### config.mk
export PLATFORM = sky130hd
export DESIGN_NAME = coin_acceptor
export DESIGN_NICKNAME = d
export VERILOG_FILES = /design/src/rtl/vm_pkg.sv /design/src/rtl/coin_debounce.sv /design/src/rtl/coin_acceptor.sv
export SDC_FILE = /design/constraint.sdc
export NUM_CORES = 1
export LEC_CHECK = 0
export ABC_AREA = 1
export CAP_MARGIN = 20
export CORE_UTILIZATION = 61
export CTS_CLUSTER_SIZE = 16
export DETAILED_ROUTE_END_ITERATION = 8
export DONT_BUFFER_PORTS = 1
export MAX_ROUTING_LAYER = met4
export PLACE_DENSITY = 0.78
export SETUP_SLACK_MARGIN = 0.2
export SLEW_MARGIN = 30
export SYNTH_ARGS = -nofsm -noshare
export SYNTH_HDL_FRONTEND = slang
export SYNTH_HIERARCHICAL = 1
export SYNTH_SLANG_ARGS = --single-unit
export TNS_END_PERCENT = 50
### constraint.sdc
create_clock -name clk -period 3.95 [get_ports clk]
set_input_delay 0.79 -clock clk [delete_from_list [all_inputs] [get_ports clk]]
set_output_delay 0.79 -clock clk [all_outputs]
set_load 0.1 [all_outputs]
### src/rtl/vm_pkg.sv
// Coin codes shared by the coin acceptor and the vending FSM.
package vm_pkg;

  typedef logic [1:0] coin_t;

  localparam coin_t COIN_NONE = 2'b00;
  localparam coin_t COIN_5    = 2'b01;
  localparam coin_t COIN_10   = 2'b10;

endpackage

### src/rtl/coin_debounce.sv
// One coin-sensor channel: 2-flop synchronizer followed by a counter-based
// debouncer. `rise` is combinational and is high on the very edge where the
// debounced level goes 0->1, so the caller can enqueue on that same edge.
module coin_debounce #(
  parameter int DEBOUNCE_CYCLES = 4
) (
  input  logic clk,
  input  logic reset,
  input  logic raw,
  output logic level,
  output logic rise
);

  localparam int CW = $clog2(DEBOUNCE_CYCLES);
  localparam logic [CW-1:0] CNT_LAST = CW'(DEBOUNCE_CYCLES - 1);

  logic          sync1;
  logic          s;
  logic          d;
  logic [CW-1:0] cnt;
  logic          settle;

  // The synchronized level has differed from `d` long enough to be accepted.
  assign settle = (s != d) && (cnt == CNT_LAST);
  assign rise   = settle && s;
  assign level  = d;

  // Two-flop synchronizer for the asynchronous sensor level.
  // NOTE: sequential state uses non-blocking assignments so every flop samples
  // the pre-edge value of its neighbours, exactly like the hardware.
  always_ff @(posedge clk or posedge reset) begin
    if (reset) begin
      sync1 <= 1'b0;
      s     <= 1'b0;
    end else begin
      sync1 <= raw;
      s     <= sync1;
    end
  end

  // Count consecutive disagreeing cycles; toggle `d` once the count is reached.
  always_ff @(posedge clk or posedge reset) begin
    if (reset) begin
      d   <= 1'b0;
      cnt <= '0;
    end else if (s == d) begin
      cnt <= '0;
    end else if (settle) begin
      d   <= ~d;
      cnt <= '0;
    end else begin
      cnt <= cnt + CW'(1);
    end
  end

endmodule

### src/rtl/coin_acceptor.sv
// Coin acceptor front end: debounces the nickel and dime sensors, buffers
// accepted coins in a small FIFO with two write ports, and releases one code
// per cycle to the vending FSM whenever it is not vending.
module coin_acceptor
  import vm_pkg::*;
#(
  parameter int DEBOUNCE_CYCLES = 4,
  parameter int FIFO_DEPTH      = 4
) (
  input  logic       clk,
  input  logic       reset,
  input  logic       coin5_raw,
  input  logic       coin10_raw,
  input  logic       busy,
  output logic [1:0] coin,
  output logic       full,
  output logic       dropped
);

  localparam int PW = $clog2(FIFO_DEPTH);
  localparam int CW = PW + 1;

  logic          level5;
  logic          level10;
  logic          rise5;
  logic          rise10;
  logic          unused_levels;

  coin_t         mem [FIFO_DEPTH];
  logic [PW-1:0] wr_ptr;
  logic [PW-1:0] rd_ptr;
  logic [CW-1:0] count;

  logic          pop;
  logic [CW-1:0] free;
  logic [1:0]    n_ev;
  logic [1:0]    num_wr;
  coin_t         first_code;
  logic          discard;

  coin_debounce #(.DEBOUNCE_CYCLES(DEBOUNCE_CYCLES)) u_deb5 (
    .clk   (clk),
    .reset (reset),
    .raw   (coin5_raw),
    .level (level5),
    .rise  (rise5)
  );

  coin_debounce #(.DEBOUNCE_CYCLES(DEBOUNCE_CYCLES)) u_deb10 (
    .clk   (clk),
    .reset (reset),
    .raw   (coin10_raw),
    .level (level10),
    .rise  (rise10)
  );

  // Debounced levels are only interesting for debug; coins come from `rise`.
  assign unused_levels = level5 ^ level10;

  assign full = (count == CW'(FIFO_DEPTH));

  // Output code, pop, free space and how many of this edge's events fit.
  // NOTE: every always_comb output gets a default first so no path leaves a
  // signal unassigned and infers a latch.
  always_comb begin
    coin       = COIN_NONE;
    pop        = 1'b0;
    free       = '0;
    n_ev       = 2'd0;
    num_wr     = 2'd0;
    first_code = COIN_NONE;
    discard    = 1'b0;

    if ((count != '0) && !busy) begin
      coin = mem[rd_ptr];
    end
    pop = (coin != COIN_NONE);

    // A same-cycle pop frees a slot for this edge's writes.
    free = CW'(FIFO_DEPTH) - count + CW'(pop);
    n_ev = {1'b0, rise5} + {1'b0, rise10};

    if (CW'(n_ev) <= free) begin
      num_wr = n_ev;
    end else begin
      num_wr = free[1:0];
    end

    // The nickel always takes the first slot when both channels fire.
    first_code = rise5 ? COIN_5 : COIN_10;
    discard    = (n_ev != num_wr);
  end

  // FIFO pointers, occupancy and the registered drop pulse.
  always_ff @(posedge clk or posedge reset) begin
    if (reset) begin
      wr_ptr  <= '0;
      rd_ptr  <= '0;
      count   <= '0;
      dropped <= 1'b0;
    end else begin
      wr_ptr  <= wr_ptr + PW'(num_wr);
      rd_ptr  <= rd_ptr + PW'(pop);
      count   <= count + CW'(num_wr) - CW'(pop);
      dropped <= discard;
    end
  end

  // Two-port FIFO storage; second write lands one slot past the first.
  // NOTE: storage is deliberately not reset; `count` alone decides which
  // entries are valid, so stale contents are never observed.
  always_ff @(posedge clk) begin
    if (num_wr != 2'd0) begin
      mem[wr_ptr] <= first_code;
    end
    if (num_wr == 2'd2) begin
      mem[wr_ptr + PW'(1)] <= COIN_10;
    end
  end

endmodule
* Word level (Yosys, flattened, before mapping)
Memories as Yosys holds them, arrays and structs flattened.
Cells that the tools add are included.
** Word-level totals
- Flip-flop bits (word level) :: 18
- RAM bits :: 8
- Bits of input ports :: 5
- Output and inout bits :: 4
- Logic and storage cells :: 59
- Memories kept :: 1
** Memories
- mem :: words 4, bits a word 2, read ports 1, clocked after memory_dff 0, write ports 2, line coin_acceptor.sv:29 : coin_t mem [FIFO_DEPTH];
** Cells by class
- Add/sub/neg operators :: 10
- $lt $le $gt $ge :: 1
- Eq/ne operators :: 9
- Mux-type cells :: 11
- Bitwise gates (word level) :: 4
- Reductions and logical operators :: 11
** Operators by type and width (number)
- 2-bit two-way mux :: 7
- 2-bit by 1-bit adder with 2-bit output (second input constant) :: 3
- 2-bit equality test (second input constant) :: 3
- 1-bit logical AND :: 5
- 1-bit two-way mux :: 4
- 1-bit inverter :: 4
- 2-bit AND reduction :: 2
- 2-bit nonzero test :: 2
- 3-bit by 1-bit adder with 3-bit output :: 1
- 3-bit by 2-bit adder with 3-bit output :: 1
- 3-bit equality test (second input constant) :: 1
- 2-bit by 3-bit <= comparator with 1-bit output :: 1
- 3-bit nonzero test :: 1
- 3-bit by 1-bit subtractor with 3-bit output :: 1
- 3-bit subtractor (first input constant) :: 1
- 1-bit by 1-bit adder with 2-bit output :: 1
- 2-bit by 1-bit adder with 2-bit output :: 1
- 2-bit adder :: 1
- 1-bit equality test :: 2
- 1-bit inequality test :: 2
- 2-bit inequality test :: 1
- 1-bit logical NOT :: 1

* Longest topological paths before layout
Gate-level depths: netlist of run 1.
- Word-level depth :: 10
- Gate-level depth with buffers :: 22
- Gate-level depth less buffers :: 22

* Modules after synthesis
The synthesis of run 1 kept the hierarchy.
** Modules (own cells, without submodules)
- coin_acceptor :: instances 1, cells each 138, area each 1056.0 sq um, sequential area each 360.3 sq um
- coin_debounce :: instances 2, cells each 19, area each 190.2 sq um, sequential area each 125.1 sq um

* Worst setup path before layout of run 1
No wires, ideal clock.
- Path type :: input-to-reg
- Start point :: input busy
- End point :: register count[2]
- Library setup time :: 79 ps
- Arrival time :: 5121 ps
- Required time :: 3871 ps
- Path slack :: -1250 ps
- Cell stages on the path :: 21
- Buffers on the path :: 0
- Cells stage by stage :: a21oi_1 -> inv_1 -> a21oi_1 -> nor2_1 -> ha_1 -> inv_1 -> ha_1 -> inv_1 -> ha_1 -> nand2_1 -> inv_1 -> nor2_1 -> nand3_2 -> nand2_2 -> nand2_4 -> ha_1 -> inv_1 -> ha_1 -> fa_1 -> xnor2_1 -> xor2_1
** Between the ends
- Cells in the longest elaborated chain, start to end :: 9
** RTL lines
- from (decl) :: line coin_acceptor.sv:14 : input logic busy,
- 1-bit logical NOT (*) :: line coin_acceptor.sv:74 : if ((count != '0) && !busy) begin
- 1-bit logical AND (*) :: line coin_acceptor.sv:74
- 2-bit two-way mux (*) :: line coin_acceptor.sv:74
- net coin[0] :: line coin_acceptor.sv:15 : output logic [1:0] coin,
- 2-bit nonzero test (*) :: line coin_acceptor.sv:77 : pop = (coin != COIN_NONE);
- 3-bit by 1-bit adder with 3-bit output :: line coin_acceptor.sv:80 : free = CW'(FIFO_DEPTH) - count + CW'(pop);
- 2-bit by 3-bit <= comparator with 1-bit output :: line coin_acceptor.sv:83 : if (CW'(n_ev) <= free) begin
- 2-bit two-way mux :: line coin_acceptor.sv:83
- 3-bit by 2-bit adder with 3-bit output :: line coin_acceptor.sv:104 : count <= count + CW'(num_wr) - CW'(pop);
- 3-bit by 1-bit subtractor with 3-bit output (*) :: line coin_acceptor.sv:104
- to (signal assigned) :: line coin_acceptor.sv:104
- to (decl) :: line coin_acceptor.sv:32 : logic [CW-1:0] count;
Mark *: on every way through the listed nets, which the timed path passes. The rest lies on a longest branch.
A chain may end at the register's enable or synchronous reset.

* Worst setup path in the final report of run 1
- Start point :: register count[0]
- End point :: register count[2]
** Between the ends
- Cells in the longest elaborated chain, start to end :: 9
- Elaborated cells between the ends (all ways) :: 10
- Classes of those cells :: 4 x add/sub; 1 x order compare; 2 x mux; 3 x reduce/logical
** RTL lines (line)
- 3-bit nonzero test :: coin_acceptor.sv:74
- 1-bit logical AND :: coin_acceptor.sv:74
- 2-bit two-way mux :: coin_acceptor.sv:74
- 2-bit nonzero test :: coin_acceptor.sv:77
- 3-bit by 1-bit adder with 3-bit output :: coin_acceptor.sv:80
- 2-bit by 3-bit <= comparator with 1-bit output :: coin_acceptor.sv:83
- 2-bit two-way mux :: coin_acceptor.sv:83
- 3-bit by 2-bit adder with 3-bit output :: coin_acceptor.sv:104
- 3-bit by 1-bit subtractor with 3-bit output (*) :: coin_acceptor.sv:104
Every way passes the cells marked *; elsewhere a longest branch is shown, timed or not.

==> metrics.cfg, run 1 <==
[outcome]
status=completed

[timing]
max_freq_mhz=282.8
clock_skew_ps=11.25
hold_violations=0
worst_slew_pin_slew_ps=889.4
relSlewSlack_pct=40.75
fin_crit_sh_pct=89.52
grt_setup_unrepaired=no
drv_slew=0
finalWorstSetupSlack_ps=413.8
fin_crit_ps=3536
setup_viol=0
finalSetupTns_ps=0

[worst_hold_path]
holdCritPathClass=primary input to async pin

[cts]
cts_tree=built
clk_latency_ps=330
cts_made_buffers=3
cts.clk_slew.worst_paths_ps=150
h-tree-depth=1
cts-root-buf=clkbuf_4
cts_sinks=26
cts_setup_buffers=0
cts_buffer_depth=2

[final_layout]
drive_above_1_share_pct=24.18
layout_commonest_cell=inv_1
num_antenna_cells=0
num-fill-cells=163
fin_util_pct=75.23
mostFrequentLayoutCells=inv_1 (32), nand2_1 (26), nor2_1 (21)
nNetsFinal=201
syn2layout_area_growth_pct=15.85

[worst_setup_path]
worstPathArrival_ps=3760
cpPeakStageDelay_ps=480
cp-end-kind=flop
rr_worst_depth=22
r2r_end=count[2]
cp.required_ps=4170
critical_path_class=flop to flop
worstSetupStartpointType=flop
regToRegSetupSlack_ps=410
crit_fanout=8
cp_slowest_cell=dfrtp_2
cp_cell_sequence=nor2_2 > a21oi_4 > inv_2 > a21oi_4 > nor2_2 > ha_2 > inv_1 > ha_1 > inv_2 > ha_4 > nand2_2 > inv_1 > nor2_1 > nand3_2 > nand2_2 > nand2_4 > ha_4 > inv_2 > ha_4 > fa_2 > xnor2_2 > xor2_1
r2r_start=count[0]

[placement]
gp_congestion=0.8131
io_buffers=0
dp_slack_ps=179.7
hpwl_um=2111

[global_routing]
grt_start_max_net_pins=16
grtUsageTotal_pct=24.72
antenna_found_initial=0
grt_pass1_vias=1057
grt_pass1_wl_um=4436
overflow=0

[floorplan]
start_util_pct=64.93
die_h_um=50.53
io_pins=9
row_count=17
coreArea_um2=2212
die_x_um=50.53
die_area_um2=2553

[logic_synthesis]
yosysSeqAreaShare_pct=42.51
netlist_area_um2=1436
synth.net_count=194
ys_ff_latch=26
yosysUniqueCellTypes=21
syn_inst=176
syn_avg_cell_area_um2=8.161
yosysWarnings=6

[detailed_routing]
vias_per_cell=5.176
drtIter0Drc=9
wl_um=2615
via_count=1087
final_antenna_net_count=0
wl_per_cell_um=12.45
post-route-drc-count=0
drtPass1Iterations=5

[flow_run]
maxCapViolations=0

layer usage:
metal | share of wire (%) | vias to the layer above | global-route usage [%] | routed length (µm)
met5 | 0 | - | - | 0
met3 | 3.0 | 5 | 3.636 | 79
li1 | - | 558 | - | -
met1 | 42 | 507 | 26.34 | 1101
met2 | 54 | 17 | 46.22 | 1402
met4 | 1.2 | 0 | 8.333 | 31
how the worst max path moves through the flow:
stage | from | cells past startpoint | end | slack [ps]
6_report | count[0] | 22 | count[2] | 410
2_1_floorplan | busy | 21 | count[2] | -90
3_5_place_dp | rd_ptr[0] | 20 | count[2] | 180
5_1_grt | count[0] | 22 | count[2] | 210
3_3_place_gp | busy | 21 | count[2] | 330
4_1_cts | rd_ptr[0] | 20 | count[2] | 210
area by class of cell:
cell class	count	area, µm²	area share [%]
Multi-Input combinational cell	112	789.5	47.44
Inverter	37	138.9	8.346
Clock buffer	4	47.55	2.857
Tap cell	28	35.03	2.105
Timing Repair Buffer	3	40.04	2.406
Sequential cell	26	613.1	36.84
cells in the mapped netlist:
cell / number / area, µm²
inv_2: 1 / 3.750
or2_0: 2 / 12.51
nand3_2: 3 / 30.03
inv_1: 36 / 135.1
dfxtp_1: 8 / 160.2
nand2_4: 3 / 33.78
nor2_1: 23 / 86.33
nand3_1: 14 / 70.07
nor2_4: 2 / 22.52
o21ai_0: 6 / 30.03
dfrtp_1: 18 / 450.4
xor2_1: 4 / 35.03
nand2_2: 4 / 25.02
buf_6: 1 / 11.26
ha_1: 12 / 150.1
nand4_1: 1 / 6.260
fa_1: 1 / 20.02
a21oi_1: 7 / 35.03
nand2_1: 28 / 105.1
nor3_1: 1 / 5.000
xnor2_1: 1 / 8.760
worst max-delay path: cells and delay by family, from the launching register on:
| kind | cells | cell delay, ps |
|---|---|---|
| fa+ha+maj | 6 | 1480 |
| simple gates | 7 | 790 |
| flops | 1 | 480 |
| buf+inv | 5 | 310 |
| xor+xnor | 2 | 270 |
| compound gates | 2 | 100 |
registers in the layout (all words and copies together), names as in the netlist, 2 cells and up:
name / cells
count: 3
mem: 8
rd_ptr: 2
u_deb10/cnt: 2
u_deb5/cnt: 2
wr_ptr: 2
kinds of logic after synthesis:
group	synth area share [%]
AND/OR/NAND/NOR	27.61
flip-flops	42.51
AO/OA/AOI/OAI	4.529
XOR/XNOR	3.049
buffers and inverters	10.45
adder cells (fa/ha/maj)	11.85
timing repair:
action	4_1_cts	5_1_grt
endpoints found under the setup margin	1	2
pin swaps	0	2
gates resized for setup	2	11
hold buffers	0	0
through the flow:
stage / instance area [µm²] / instances / hold WS [ps]
CTS: 1642 / 210 / 213.9
floorplan: 1525 / 176 / 331.2
global route: 1664 / 210 / 218.4
global placement: 1594 / 206 / 343.3
finish: 1664 / 210 / 207.4
detailed placement: 1594 / 206 / 341.8
Power of run 1 is left out: the tool's default activity adds up to more than one toggle a clock period on the data nets, which glitch-free logic cannot reach.
==> inputs of run 2 (changes only) <==
PLACE_DENSITY = 0.79   (was 0.78)
==> metrics.cfg, run 2 (synthesis gave the netlist of run 1 again) <==
[timing]
finalSetupTns_ps=0  ; unchanged
worst_slew_pin_slew_ps=877.5  ; -11.85 ps
finalWorstSetupSlack_ps=420.2  ; +6.356 ps
hold_violations=0  ; unchanged
clock_skew_ps=2.645  ; -8.609 ps
drv_slew=0  ; unchanged
setup_viol=0  ; unchanged
max_freq_mhz=283.3  ; +0.18%
relSlewSlack_pct=41.54  ; +0.79 points
grt_setup_unrepaired=no
fin_crit_ps=3530  ; -6.356 ps
fin_crit_sh_pct=89.36  ; -0.16 points

[cts]
cts_made_buffers=3  ; unchanged
cts_buffer_depth=2  ; unchanged
cts_tree=built
cts_sinks=26  ; unchanged
clk_latency_ps=330  ; about the same
cts-root-buf=clkbuf_4
h-tree-depth=1  ; unchanged
holdBufCountCts=0  ; unchanged
cts.clk_slew.worst_paths_ps=130  ; -20 ps

[detailed_routing]
wl_met3_um=94  ; +19%
post-route-drc-count=0  ; unchanged
final_antenna_net_count=0  ; unchanged
drt-met1-wl_um=1049  ; -4.7%
drtPass1Iterations=4  ; -1
top_layer=met4
wl_met2_um=1409  ; +0.50%
drtIter0Drc=20  ; +11
wl_um=2598  ; -0.65%
wl_per_cell_um=12.20  ; -2.0%
via_count=1093  ; +0.55%
vias_per_cell=5.131  ; -0.86%

[placement]
io_buffers=0  ; unchanged
gp_congestion=0.8104  ; -0.33%
dp_slack_ps=229.2  ; +49.52 ps
hpwl_um=2069  ; -2.0%
placed_cell_area_um2=1594  ; unchanged
placed_cells=206  ; unchanged

[worst_setup_path]
worstSetupStartpointType=flop
crit_fanout=8  ; unchanged
cp-end-kind=flop
worstPathArrival_ps=3760  ; about the same
cp.required_ps=4180  ; about the same
critical_path_class=flop to flop

[final_layout]
drive_above_1_share_pct=24.86  ; +0.69 points
syn2layout_area_growth_pct=16.72
largest-register=mem
num-fill-cells=155  ; -4.9%
nNetsFinal=204  ; +1.5%
layout_commonest_cell=inv_1
reg_top3=mem: 8 flops, count: 3 flops
largest_register_ffs=8  ; unchanged
num_antenna_cells=0  ; unchanged
final_cell_area_um2=1677  ; +0.75%
mostFrequentLayoutCells=inv_1 (32), nand2_1 (27), nor2_1 (20)
final_cells=213  ; +1.4%

[global_routing]
grtUsageTotal_pct=24.40  ; -0.31 points
grt_pass1_wl_um=4457  ; +0.47%
overflow=0  ; unchanged
antenna_found_initial=0  ; unchanged
grt_pass1_vias=1121  ; +6.1%
grt_start_max_net_pins=15  ; -1

[outcome]
status=completed

[floorplan]
io_pins=9  ; unchanged
die_x_um=50.53  ; unchanged
coreArea_um2=2212  ; unchanged
start_util_pct=64.93  ; unchanged
die_area_um2=2553  ; unchanged
die_h_um=50.53  ; unchanged
row_count=17  ; unchanged

[worst_hold_path]
holdCritPathClass=primary input to async pin

[flow_run]
maxCapViolations=0  ; unchanged

-- run 2: stage by stage --
stage	util, %	hold slack, ps
finish	75.79	215.4
global placement	72.06	341.4
global route	75.79	223.5
detailed placement	72.06	345.2
CTS	73.70	221.7
floorplan	-	331.2
-- run 2: cell type report --
cell class / instances / area [µm²] / area share [%]
Tap cell: 28 / 35.03 / 2.090
Multi-Input combinational cell: 112 / 789.5 / 47.09
Clock buffer: 4 / 36.28 / 2.164
Inverter: 37 / 141.4 / 8.433
Timing Repair Buffer: 6 / 62.56 / 3.731
Sequential cell: 26 / 611.8 / 36.49
-- run 2: routing by layer --
metal  vias to the layer above  GRT usage, %
li1                        558             -
met1                       506         25.39
met2                        24         44.89
met3                         5         3.939
met4                         0         10.65
met5                         -             -
-- run 2: what timing repair did --
item	in CTS	in global routing
setup endpoints to repair	0	1
buffers inserted	0	3
gates resized for setup	0	13
-- run 2: worst paths after layout --
| path | from | endpoint | slack (ps) | cells past startpoint |
|---|---|---|---|---|
| worst min register to register | u_deb5/sync1 | u_deb5/s | 370 | 0 |
| worst max register to register | rd_ptr[0] | count[2] | 420 | 20 |
| max in group asynchronous | reset | count[0] | 3400 | 1 |
| min in group clk | u_deb5/sync1 | u_deb5/s | 370 | 0 |
| worst max-delay path | rd_ptr[0] | count[2] | 420 | 20 |
| worst min-delay path | reset | u_deb10/cnt[1] | 220 | 1 |
-- run 2: worst max-delay path, cell delays in order (launching register included) --
cell,delay [ps]
dfrtp_1,460
inv_2,100
o21ai_2,190
a21oi_4,80
nor2_2,140
ha_2,180
inv_1,50
ha_1,280
inv_2,60
ha_4,260
nand2_1,50
nand2_1,140
nand3_2,120
nand2_2,100
nand2_4,100
ha_4,280
inv_2,40
ha_4,150
fa_2,370
xnor2_2,140
xor2_1,140
Power of run 2 is left out for the same reason.
==> inputs of run 3 (changes only) <==
CORE_UTILIZATION = 45   (was 61)
PLACE_DENSITY = 0.62   (was 0.79)
==> metrics.cfg, run 3 (synthesis gave the netlist of run 1 again) <==
[floorplan]
row_count=20  ; +3
start_util_pct=47.44  ; -17 points
io_pins=9  ; unchanged
die_h_um=58.50  ; +16%
die_x_um=58.50  ; +16%
coreArea_um2=3028  ; +37%
die_area_um2=3422  ; +34%

[placement]
placed_cells=222  ; +7.8%
gp_congestion=0.8561  ; +5.6%
hpwl_um=1923  ; -7.1%
placed_cell_area_um2=1614  ; +1.3%
io_buffers=0  ; unchanged

[detailed_routing]
wl_um=2352  ; -9.5%
drtIter0Drc=38  ; +90%
vias_per_cell=4.633  ; -9.7%
drtPass1Iterations=4  ; unchanged
wl_per_cell_um=10.41  ; -15%
via_count=1047  ; -4.2%
final_antenna_net_count=0  ; unchanged
post-route-drc-count=0  ; unchanged

[final_layout]
final_cell_area_um2=1670  ; -0.37%
layout_commonest_cell=inv_1
fin_util_pct=55.17  ; -21 points
num-fill-cells=289  ; +86%
drive_above_1_share_pct=23.08  ; -1.8 points
reg_top3=mem: 8 flops, count: 3 flops
largest-register=mem
num_antenna_cells=0  ; unchanged
nNetsFinal=201  ; -1.5%
final_cells=226  ; +6.1%
largest_register_ffs=8  ; unchanged
mostFrequentLayoutCells=inv_1 (33), nand2_1 (27), nor2_1 (21)
syn2layout_area_growth_pct=16.29

[global_routing]
grt_pass1_vias=1032  ; -7.9%
overflow=0  ; unchanged
grtUsageTotal_pct=16.56  ; -7.8 points
antenna_found_initial=0  ; unchanged
grt_pass1_wl_um=4181  ; -6.2%
grt_start_max_net_pins=15  ; unchanged

[timing]
worst_slew_pin_slew_ps=870.6  ; -6.945 ps
fin_crit_ps=3497  ; -32.75 ps
clock_skew_ps=2.760  ; +0.1155 ps
fin_crit_sh_pct=88.53  ; -0.83 points
grt_setup_unrepaired=no
drv_slew=0  ; unchanged
finalSetupTns_ps=0  ; unchanged
hold_violations=0  ; unchanged
setup_viol=0  ; unchanged
max_freq_mhz=286.0  ; +0.94%
relSlewSlack_pct=42.00  ; +0.46 points

[cts]
clk_latency_ps=330  ; about the same
cts_sinks=26  ; unchanged
h-tree-depth=1  ; unchanged
cts_made_buffers=3  ; unchanged
cts-root-buf=clkbuf_4
cts_setup_buffers=0  ; unchanged
cts_tree=built
cts_buffer_depth=2  ; unchanged
cts.clk_slew.worst_paths_ps=140  ; about the same

[worst_setup_path]
crit_fanout=8  ; unchanged
critical_path_class=flop to flop
r2r_start=count[0]
critPathBufInv=5  ; +1
cp_top_family=adder cells
worstPathArrival_ps=3730  ; -30 ps
cp.required_ps=4180  ; about the same
rr_worst_depth=22  ; +10%
cp_cell_sequence=nor2_2 > a21oi_4 > inv_2 > a21oi_4 > nor2_2 > ha_2 > inv_1 > ha_1 > inv_2 > ha_4 > nand2_2 > inv_1 > nor2_1 > nand3_2 > nand2_2 > nand2_4 > ha_4 > inv_2 > ha_4 > fa_2 > xnor2_2 > xor2_1
cp-end-kind=flop
r2r_end=count[2]
cpPeakStageDelay_ps=480  ; +20 ps
worstSetupStartpointType=flop
regToRegSetupSlack_ps=450  ; +30 ps
cp_slowest_cell=dfrtp_2

[outcome]
status=completed

[flow_run]
maxCapViolations=0  ; unchanged

[worst_hold_path]
holdCritPathClass=primary input to async pin

[run 3: cell types whose count changed in the layout (fill, tap and decap cells not counted), sizes merged]
cell,change
buf,-3
[run 3: how the worst max path moves through the flow]
| stage | start | to | slack, ps | depth (start not counted) |
|---|---|---|---|---|
| global placement | busy | count[2] | 310 | 21 |
| detailed placement | rd_ptr[0] | count[2] | 250 | 21 |
| CTS | rd_ptr[0] | count[2] | 220 | 21 |
| finish | count[0] | count[2] | 450 | 22 |
| global route | rd_ptr[0] | count[2] | 200 | 21 |
| floorplan | busy | count[2] | -90 | 21 |
[run 3: final cells by class]
| cell class | instances | area (µm²) | area share (%) |
|---|---|---|---|
| clock buffers | 4 | 36.28 | 2.172 |
| inverters | 37 | 138.9 | 8.315 |
| multi-input cells | 112 | 787.0 | 47.12 |
| flip-flops and latches | 26 | 613.1 | 36.70 |
| well taps | 44 | 55.05 | 3.296 |
| repair buffers | 3 | 40.04 | 2.397 |
[run 3: repair_timing]
item,CTS,global route
hold buffers,0,0
endpoints found under the setup margin,0,1
resized for setup,0,11
[run 3: layer usage]
metal	track usage, %	up-vias	routed length (µm)
met4	7.143	0	46
met3	1.978	5	62
li1	-	555	-
met2	28.41	13	1136
met1	19.64	474	1107
met5	-	-	0
[run 3: stage by stage]
| stage | hold WS [ps] | setup slack (ps) |
|---|---|---|
| after floorplan | 331.2 | -90.71 |
| after global placement | 339.4 | 314.3 |
| after detailed placement | 336.4 | 253.0 |
| after CTS | 206.8 | 221.9 |
| after global routing | 206.2 | 204.7 |
| final | 212.7 | 452.9 |
Power of run 3 is left out for the same reason.
